[config.mk]
export PLATFORM = sky130hd
export DESIGN_NAME = spi_reg_responder
export DESIGN_NICKNAME = d
export VERILOG_FILES = /design/src/rtl/spi_pkg.sv /design/src/rtl/spi_sync_edge.sv /design/src/rtl/spi_reg_responder.sv
export SDC_FILE = /design/constraint.sdc
export NUM_CORES = 1
export LEC_CHECK = 0
export ABC_AREA = 1
export CAP_MARGIN = 20
export CORE_AREA = 2 2 77 79
export DETAILED_ROUTE_END_ITERATION = 10
export DIE_AREA = 0 0 79 81
export HOLD_SLACK_MARGIN = 0.12
export SYNTH_ARGS = -nofsm -noshare
export SYNTH_HDL_FRONTEND = slang
export SYNTH_SLANG_ARGS = --single-unit
[constraint.sdc]
create_clock -name clk -period 2 [get_ports clk]
set_input_delay 0.3 -clock clk [delete_from_list [all_inputs] [get_ports clk]]
set_output_delay 0.3 -clock clk [all_outputs]
set_load 0.03 [all_outputs]
[src/rtl/spi_pkg.sv]
// Shared definitions for the SPI register responder: FSM states, command
// byte layout and synchroniser depth default.
package spi_pkg;

    typedef enum logic [2:0] {
        StIdle,
        StCmd,
        StRdata,
        StWdata,
        StIgnore
    } spi_state_e;

    // Command byte layout: R/W flag, auto-increment flag, address in the low bits.
    localparam int unsigned RW_BIT = 7;
    localparam int unsigned MB_BIT = 6;

    localparam int unsigned SYNC_STAGES_DEFAULT = 2;

endpackage

[src/rtl/spi_sync_edge.sv]
// Multi-flop synchroniser for one asynchronous SPI pin, with single-clk
// rise and fall pulses derived from the synchronised value.
module spi_sync_edge
    import spi_pkg::*;
#(
    parameter int unsigned STAGES    = SYNC_STAGES_DEFAULT,
    parameter logic        RESET_VAL = 1'b1
) (
    input  logic clk,
    input  logic reset,
    input  logic din,
    output logic rise,
    output logic fall
);

    logic [STAGES-1:0] sync_q;
    logic              prev_q;

    always_ff @(posedge clk) begin
        if (reset) begin
            sync_q <= {STAGES{RESET_VAL}};
            prev_q <= RESET_VAL;
        end else begin
            sync_q[0] <= din;
            for (int i = 1; i < STAGES; i++) begin
                sync_q[i] <= sync_q[i-1];
            end
            prev_q <= sync_q[STAGES-1];
        end
    end

    assign rise = sync_q[STAGES-1] & ~prev_q;
    assign fall = ~sync_q[STAGES-1] & prev_q;

endmodule

[src/rtl/spi_reg_responder.sv]
// SPI mode-3 slave that turns command/data frames into register read and
// write strobes, with optional address auto-increment for bursts.
module spi_reg_responder
    import spi_pkg::*;
#(
    parameter int unsigned ADDR_W      = 6,
    parameter int unsigned DATA_W      = 8,
    parameter int unsigned SYNC_STAGES = SYNC_STAGES_DEFAULT
) (
    input  logic              clk,
    input  logic              reset,
    input  logic              spi_sclk,
    input  logic              spi_ss_n,
    input  logic              spi_mosi,
    output logic              spi_miso,
    output logic              spi_miso_oe,
    output logic [ADDR_W-1:0] reg_addr,
    output logic              reg_rd,
    input  logic [DATA_W-1:0] reg_rdata,
    output logic              reg_wr,
    output logic [DATA_W-1:0] reg_wdata,
    output logic              busy,
    output logic              frame_err
);

    localparam int unsigned CNT_W    = $clog2(DATA_W);
    localparam int unsigned SETTLE_W = $clog2(SYNC_STAGES + 2);
    localparam logic [CNT_W-1:0] LAST_BIT = CNT_W'(DATA_W - 1);

    logic sclk_rise, sclk_fall, ss_rise, ss_fall;

    spi_sync_edge #(
        .STAGES    (SYNC_STAGES),
        .RESET_VAL (1'b1)
    ) u_sync_sclk (
        .clk   (clk),
        .reset (reset),
        .din   (spi_sclk),
        .rise  (sclk_rise),
        .fall  (sclk_fall)
    );

    spi_sync_edge #(
        .STAGES    (SYNC_STAGES),
        .RESET_VAL (1'b1)
    ) u_sync_ss (
        .clk   (clk),
        .reset (reset),
        .din   (spi_ss_n),
        .rise  (ss_rise),
        .fall  (ss_fall)
    );

    // MOSI shares the SCLK delay so the rise pulse lines up with its bit.
    logic [SYNC_STAGES-1:0] mosi_q;
    logic                   mosi_s;

    always_ff @(posedge clk) begin
        if (reset) begin
            mosi_q <= '0;
        end else begin
            mosi_q[0] <= spi_mosi;
            for (int i = 1; i < SYNC_STAGES; i++) begin
                mosi_q[i] <= mosi_q[i-1];
            end
        end
    end

    assign mosi_s = mosi_q[SYNC_STAGES-1];

    spi_state_e          state_q, state_d;
    logic [CNT_W-1:0]    cnt_q, cnt_d;
    logic [DATA_W-2:0]   rx_q, rx_d;
    logic [DATA_W-1:0]   tx_q, tx_d;
    logic                miso_q, miso_d;
    logic [ADDR_W-1:0]   addr_q, addr_d;
    logic                mb_q, mb_d;
    logic [DATA_W-1:0]   wdata_q, wdata_d;
    logic                reg_rd_q, reg_rd_d;
    logic                reg_wr_q, reg_wr_d;
    logic                frame_err_q, frame_err_d;
    logic                tx_load_q;
    logic [SETTLE_W-1:0] settle_q, settle_d;

    logic              active;
    logic [DATA_W-1:0] rx_shift;
    logic              byte_done;

    assign active    = state_q inside {StCmd, StRdata, StWdata};
    assign rx_shift  = {rx_q, mosi_s};
    assign byte_done = sclk_rise && (cnt_q == LAST_BIT);

    always_ff @(posedge clk) begin
        if (reset) begin
            state_q     <= StIdle;
            cnt_q       <= '0;
            rx_q        <= '0;
            tx_q        <= '0;
            miso_q      <= 1'b0;
            addr_q      <= '0;
            mb_q        <= 1'b0;
            wdata_q     <= '0;
            reg_rd_q    <= 1'b0;
            reg_wr_q    <= 1'b0;
            frame_err_q <= 1'b0;
            tx_load_q   <= 1'b0;
            settle_q    <= SETTLE_W'(SYNC_STAGES + 1);
        end else begin
            state_q     <= state_d;
            cnt_q       <= cnt_d;
            rx_q        <= rx_d;
            tx_q        <= tx_d;
            miso_q      <= miso_d;
            addr_q      <= addr_d;
            mb_q        <= mb_d;
            wdata_q     <= wdata_d;
            reg_rd_q    <= reg_rd_d;
            reg_wr_q    <= reg_wr_d;
            frame_err_q <= frame_err_d;
            tx_load_q   <= reg_rd_q;
            settle_q    <= settle_d;
        end
    end

    always_comb begin
        state_d     = state_q;
        cnt_d       = cnt_q;
        rx_d        = rx_q;
        tx_d        = tx_q;
        miso_d      = miso_q;
        addr_d      = addr_q;
        mb_d        = mb_q;
        wdata_d     = wdata_q;
        reg_rd_d    = 1'b0;
        reg_wr_d    = 1'b0;
        frame_err_d = 1'b0;
        settle_d    = (settle_q != '0) ? settle_q - 1'b1 : settle_q;

        // Post-increment after the write strobe so reg_addr is stable while it is high.
        if (reg_wr_q) begin
            addr_d = addr_q + ADDR_W'(mb_q);
        end

        if (active && sclk_rise) begin
            rx_d  = rx_shift[DATA_W-2:0];
            cnt_d = byte_done ? '0 : cnt_q + 1'b1;
        end

        unique case (state_q)
            StIdle: begin
                cnt_d  = '0;
                miso_d = 1'b0;
                // A fall while the synchroniser is still settling means SS_n was low at reset.
                if (ss_fall && (settle_q != '0)) begin
                    state_d = StIgnore;
                end else if (ss_fall && !ss_rise) begin
                    state_d = StCmd;
                end
            end
            StCmd: begin
                if (byte_done) begin
                    addr_d = rx_shift[ADDR_W-1:0];
                    mb_d   = rx_shift[MB_BIT];
                    if (rx_shift[RW_BIT]) begin
                        reg_rd_d = 1'b1;
                    end else begin
                        state_d = StWdata;
                    end
                end
                if (tx_load_q) begin
                    tx_d    = reg_rdata;
                    state_d = StRdata;
                end
            end
            StRdata: begin
                if (sclk_fall) begin
                    miso_d = tx_q[DATA_W-1];
                    tx_d   = tx_q << 1;
                end
                if (byte_done) begin
                    addr_d   = addr_q + ADDR_W'(mb_q);
                    reg_rd_d = 1'b1;
                end
                if (tx_load_q) begin
                    tx_d = reg_rdata;
                end
            end
            StWdata: begin
                if (byte_done) begin
                    reg_wr_d = 1'b1;
                    wdata_d  = rx_shift;
                end
            end
            StIgnore: ;
            default: state_d = StIdle;
        endcase

        if (ss_rise && (state_q != StIdle)) begin
            state_d     = StIdle;
            cnt_d       = '0;
            reg_rd_d    = 1'b0;
            reg_wr_d    = 1'b0;
            frame_err_d = (cnt_q != '0) || (state_q == StCmd);
        end
    end

    assign spi_miso_oe = (state_q == StRdata);
    assign spi_miso    = spi_miso_oe & miso_q;
    assign reg_addr    = addr_q;
    assign reg_rd      = reg_rd_q;
    assign reg_wr      = reg_wr_q;
    assign reg_wdata   = wdata_q;
    assign busy        = active;
    assign frame_err   = frame_err_q;

endmodule

Yosys cells after proc, flatten, opt, wreduce, memory -nomap -nowiden

Cells that the tools add are included.

Bits in registers: 51
Input port bits: 13
Output and inout bits: 20
Logic and storage cells: 89

$add $sub $neg: 3
Equality and inequality tests: 11
Mux-type cells: 21
Bitwise gates (word level): 12
Reduce and logical (&&, ||, !) cells: 24

Operators with widths:

| cell                                                            | count |
|---|---|
| 8-bit 2-to-1 mux                                                | 3 |
| 3-bit 2-to-1 mux                                                | 6 |
| 6-bit 2-to-1 mux                                                | 3 |
| 8-bit one-hot mux with 2 select lines                           | 1 |
| 6-bit one-hot mux with 2 select lines                           | 1 |
| 3-bit != test, second input constant                            | 3 |
| 3-bit one-hot mux with 3 select lines                           | 1 |
| 3-bit nonzero test                                              | 3 |
| 3-bit OR reduction                                              | 3 |
| 1-bit NOT                                                       | 7 |
| 6-bit by 1-bit adder with 6-bit output                          | 1 |
| 3-bit by 2-bit == test with 1-bit output, second input constant | 2 |
| 3-bit == test, second input constant                            | 2 |
| 2-bit AND reduction                                             | 3 |
| 2-bit nonzero test                                              | 3 |
| 1-bit AND                                                       | 5 |
| 1-bit logical AND                                               | 5 |
| 1-bit 2-to-1 mux                                                | 4 |
| 1-bit one-hot mux with 2 select lines                           | 2 |
| 4-bit AND reduction                                             | 1 |
| 2-bit OR reduction                                              | 2 |
| 3-bit by 1-bit adder with 3-bit output, second input constant   | 1 |
| 3-bit by 1-bit == test with 1-bit output, second input constant | 1 |
| 3-bit zero test                                                 | 1 |
| 7 further kinds                                                 | 7 |

Logic depth before layout (Yosys ltp)

Depth after elaboration: 7
Mapped depth: 10
Mapped depth without buffers: 10

By module

Synthesis repeated with hierarchy kept, for this count alone.

Cell total of the unflattened synthesis: 299
Area total of the unflattened synthesis: 2243.4 sq um

Modules (own cells, without submodules):

| module            | times used | cells each | area each (sq um) |
|---|---|---|---|
| spi_reg_responder | 1          | 273        | 2048.2 |
| spi_sync_edge     | 2          | 13         | 97.6 |

Worst setup path before layout

No wires, ideal clock.

Kind: register to register
From: register state_q[1]
To: register rx_q[0]
Library setup time: 0.116 ns
Arrival: 1.464 ns
Required time: 1.884 ns
Path slack: 0.420 ns
Cell stages (with the launch flop): 7
Buffers on the path: 1
Clock period less this slack: 1.580 ns
Path through: dfxtp_1 nor2_1 nor2_1 nand2_1 clkbuf_1 o21ai_0 nor2_1

Cells in the longest elaborated chain, start to end: 3

RTL lines:

| what                                                                                                 | line                     | text |
|---|---|---|
| from (decl)                                                                                          | spi_reg_responder.sv:71  | `spi_state_e state_q, state_d;` |
| from (signal assigned)                                                                               | spi_reg_responder.sv:95  | `state_q <= StIdle;` |
| from (signal assigned)                                                                               | spi_reg_responder.sv:109 | `state_q <= state_d;` |
| 3-bit by 1-bit == test with 1-bit output or 3-bit by 2-bit == test with 1-bit output (tied branches) | spi_reg_responder.sv:89  | `assign active = state_q inside {StCmd, StRdata, StWdata};` |
| 3-bit nonzero test (*)                                                                               | spi_reg_responder.sv:89  |  |
| named net busy                                                                                       | spi_reg_responder.sv:22  | `output logic busy,` |
| 1-bit logical AND (*)                                                                                | spi_reg_responder.sv:144 | `if (active && sclk_rise) begin` |
| to (signal assigned)                                                                                 | spi_reg_responder.sv:111 | `rx_q <= rx_d;` |
| to (decl)                                                                                            | spi_reg_responder.sv:73  | `logic [DATA_W-2:0] rx_q, rx_d;` |

Mark *: on every way through the listed nets, which the timed path passes. The rest lies on a longest branch.
A chain may end at the register's enable or synchronous reset.

Worst setup path in the final report

From: register state_q[2]
To: output spi_miso

Cells in the longest elaborated chain, start to end: 2

RTL lines:

| what                                     | line                     | text |
|---|---|---|
| 3-bit by 2-bit == test with 1-bit output | spi_reg_responder.sv:207 | `assign spi_miso_oe = (state_q == StRdata);` |
| 1-bit AND                                | spi_reg_responder.sv:208 | `assign spi_miso = spi_miso_oe & miso_q;` |
| to (decl)                                | spi_reg_responder.sv:15  | `output logic spi_miso,` |

No other way between the ends.

==> results.sh <==
export IMPL_cts_sinks=51
export IMPL_area_delta_synth_final_pct=23.3
export IMPL_ys_seq_area_frac=0.457
export IMPL_wl_per_cell_um=11.9
export IMPL_crit_path_end_kind="output port"
export IMPL_start_kind="register"
export IMPL_die_h_um=81
export IMPL_postRouteAntennaNets=0
export IMPL_hold_path_depth=2
export IMPL_grt_use_total=0.166
export IMPL_critical_path_top_delay_family="buffers and inverters"
export IMPL_relSlewSlack=0.741
export IMPL_grt_util_met2=0.251
export IMPL_die_x_um=79
export IMPL_worstPathMaxFanout=7
export IMPL_grt_remaining_overflow=0
export IMPL_critPathLaunch="state_q[2]$_SDFFE_PP0P_"
export IMPL_min_from="mosi_q[0]$_SDFF_PP0_"
export IMPL_cts_made_buffers=5
export IMPL_holdPathEnd="mosi_q[1]$_SDFF_PP0_"
export IMPL_drc=0
export IMPL_cp_required_ns=1.70
export IMPL_placed_cell_area_mm2=0.00264
export IMPL_rrSetupSlack_ns=0.31
export IMPL_rr_endpoint="reg_wdata[7]$_SDFFE_PP0P_"
export IMPL_use_met1=0.226
export IMPL_critical_path_buf_inv_count=3
export IMPL_critPathKind="reg2out"
export IMPL_clk_latency_ns=0.31
export IMPL_viasPerCell=4.86
export IMPL_synth_flop_cell="dfxtp_1"
export IMPL_rsz0062_at_grt="no"
export IMPL_cp_depth=6
export IMPL_start_util=0.393
export IMPL_place_inst=403
export IMPL_grt_pass1_wl_um=8360
export IMPL_routed_wl_um=4890
export IMPL_hold_viol=0
export IMPL_io_pins=33
export IMPL_outcome="finished, final reports clean"
export IMPL_dieArea_mm2=0.00640
export IMPL_grt_max_degree=18
export IMPL_grt_busiest_layer="met2"
export IMPL_irDropWorstVdd_uv=447
export IMPL_place_hpwl_um=3590
export IMPL_synth_edf_count=0
export IMPL_yosys_warnings=0
export IMPL_coreArea_mm2=0.00568
export IMPL_p_per_area_mw_per_mm2=800
export IMPL_finalCritPeriodShare=0.939
export IMPL_synthCells=299
export IMPL_drv_cap=0
export IMPL_antenna_cells=0
export IMPL_worstPathArrival_ns=1.58
export IMPL_p_leak_uw=0.00119
export IMPL_cts_root_buffer="clkbuf_8"
export IMPL_setup_tns_ns=0
export IMPL_hold_class="reg2reg"
export IMPL_cts_tree="yes"
export IMPL_num_vias=1997
export IMPL_crit_path_cell_trace="inv_2 > nand2_2 > inv_1 > nand2_4 > nor2_1 > dlygate4sd2_1"
export IMPL_design_area_mm2=0.00275
export IMPL_max_stage_delay_ns=0.41
export IMPL_drv_slew=0
export IMPL_clk_pin_slew_ns=0.09
export IMPL_min_period_ns=1.88
export IMPL_numPortBuffers=32
export IMPL_clock_fmax_mhz=532
export IMPL_synth_cell_types=28
export IMPL_syn_num_nets=318
export IMPL_max_slew_worst_pin_slew_ns=0.387
export IMPL_syn_area_mm2=0.00223
export IMPL_async_flop_share=0
export IMPL_synth_seq_cells=51
export IMPL_cts_hold_buffers=0
export IMPL_crit_slowest_cell="dlygate4sd2_1"
export IMPL_setup_violations_final=0
export IMPL_skew_ns=0.00986
export IMPL_layout_nets=354
export IMPL_syn_area_per_cell_um2=7.47
export IMPL_dr_pass1_iters=6
export IMPL_antenna_found_initial=0
export IMPL_drive_above_1_share=0.101
export IMPL_clockBufferDepth=2
export IMPL_htreeDepth=2
export IMPL_grt_pass1_vias=1816
export IMPL_place_gp_congestion=0.926
export IMPL_drt_iter0_drc=148
export IMPL_r2r_cells=8
export IMPL_met3_usage=0.0344
export IMPL_rr_startpoint="cnt_q[0]$_SDFFE_PP0P_"
export IMPL_instances_no_fill=411
export IMPL_rows=28
cells in the mapped netlist, types with 2 or more instances:
| cell type | n | area, µm² |
|---|---|---|
| a211oi_1 | 3 | 22.5 |
| a21oi_1 | 21 | 105 |
| clkbuf_1 | 5 | 18.8 |
| clkinv_1 | 2 | 7.51 |
| dfxtp_1 | 51 | 1020 |
| ha_1 | 6 | 75.1 |
| inv_1 | 28 | 105 |
| inv_2 | 5 | 18.8 |
| nand2_1 | 42 | 158 |
| nand2_2 | 6 | 37.5 |
| nand3_1 | 22 | 110 |
| nor2_1 | 49 | 184 |
| o211a_1 | 5 | 50.1 |
| o21ai_0 | 36 | 180 |
| or2_2 | 5 | 31.3 |
worst min-delay path, cell delays in order, from the launching register on:
cell,delay [ns]
dfxtp_1,0.31
inv_1,0.04
nor2_1,0.03
what timing repair did:
action | 4_1_cts | 5_1_grt
pin swaps | 0 | 0
buffers inserted | 0 | 0
endpoints found under the hold margin | 0 | 0
resized for setup | 1 | 1
setup endpoints to repair | 1 | 1
stage by stage:
step                hold slack, ns   util  worst slack, ns  total power (µW)
global route                 0.430  0.485           0.0149              2310
global placement             0.394  0.465            0.225              1490
finish                       0.406  0.485            0.122              2200
detailed placement           0.393  0.465            0.183              1500
floorplan                    0.388      -            0.420              1380
CTS                          0.406  0.485           0.0114              2220
flip-flops by register name, summed over array words and instances, names as in the netlist, 2 cells and up:
| register | flops |
|---|---|
| cnt_q | 3 |
| settle_q | 2 |
| state_q | 3 |
| rx_q | 7 |
| u_sync_ss.sync_q | 2 |
| reg_addr | 6 |
| mosi_q | 2 |
| tx_q | 8 |
| reg_wdata | 8 |
| u_sync_sclk.sync_q | 2 |
kinds of logic after synthesis:
logic type / share of synthesized area
buf+inv: 0.0746
flops: 0.457
simple gates: 0.249
xor+xnor: 0.00392
compound gates: 0.182
fa+ha+maj: 0.0336
power by group:
| group | leakage [µW] | internal [µW] | switching (µW) |
|---|---|---|---|
| logic | 0.000714 | 130 | 246 |
| clock network | 0.0000581 | 373 | 350 |
| registers | 0.000414 | 1070 | 36.5 |
| total | 0.00119 | 1570 | 632 |
worst max-delay path by stage:
stage | to | slack (ns)
after floorplan | rx_q[0]$_SDFFE_PP0P_ | 0.42
after global placement | spi_miso | 0.22
after detailed placement | spi_miso | 0.18
after CTS | busy | 0.01
after global routing | spi_miso | 0.01
final | spi_miso | 0.12
layer usage:
layer / wire length [µm] / vias to the layer above
met4: 96 / 0
met5: 0 / -
li1: - / 1051
met3: 210 / 9
met1: 2420 / 896
met2: 2160 / 41
final cells by class:
type                       instances  area, µm²
fill                             604       2920
multi-input combinational        206       1040
sequential                        51       1020
timing repair buffer              36        349
inverter                          35        131
tap                               75       93.8
clock buffer                       5       68.8
clock inverter                     3       43.8
cell usage in the layout, fill, tap and decap left out, drive strengths merged, types with 6 or more instances in the layout:
| cell | netlist | routed |
|---|---|---|
| dfxtp | 51 | 51 |
| nor2 | 50 | 50 |
| nand2 | 49 | 49 |
| o21ai | 37 | 37 |
| inv | 33 | 33 |
| clkdlybuf4s50 | 0 | 29 |
| nand3 | 22 | 22 |
| a21oi | 21 | 21 |
| ha | 6 | 6 |
(Power assumes the default switching activity.)
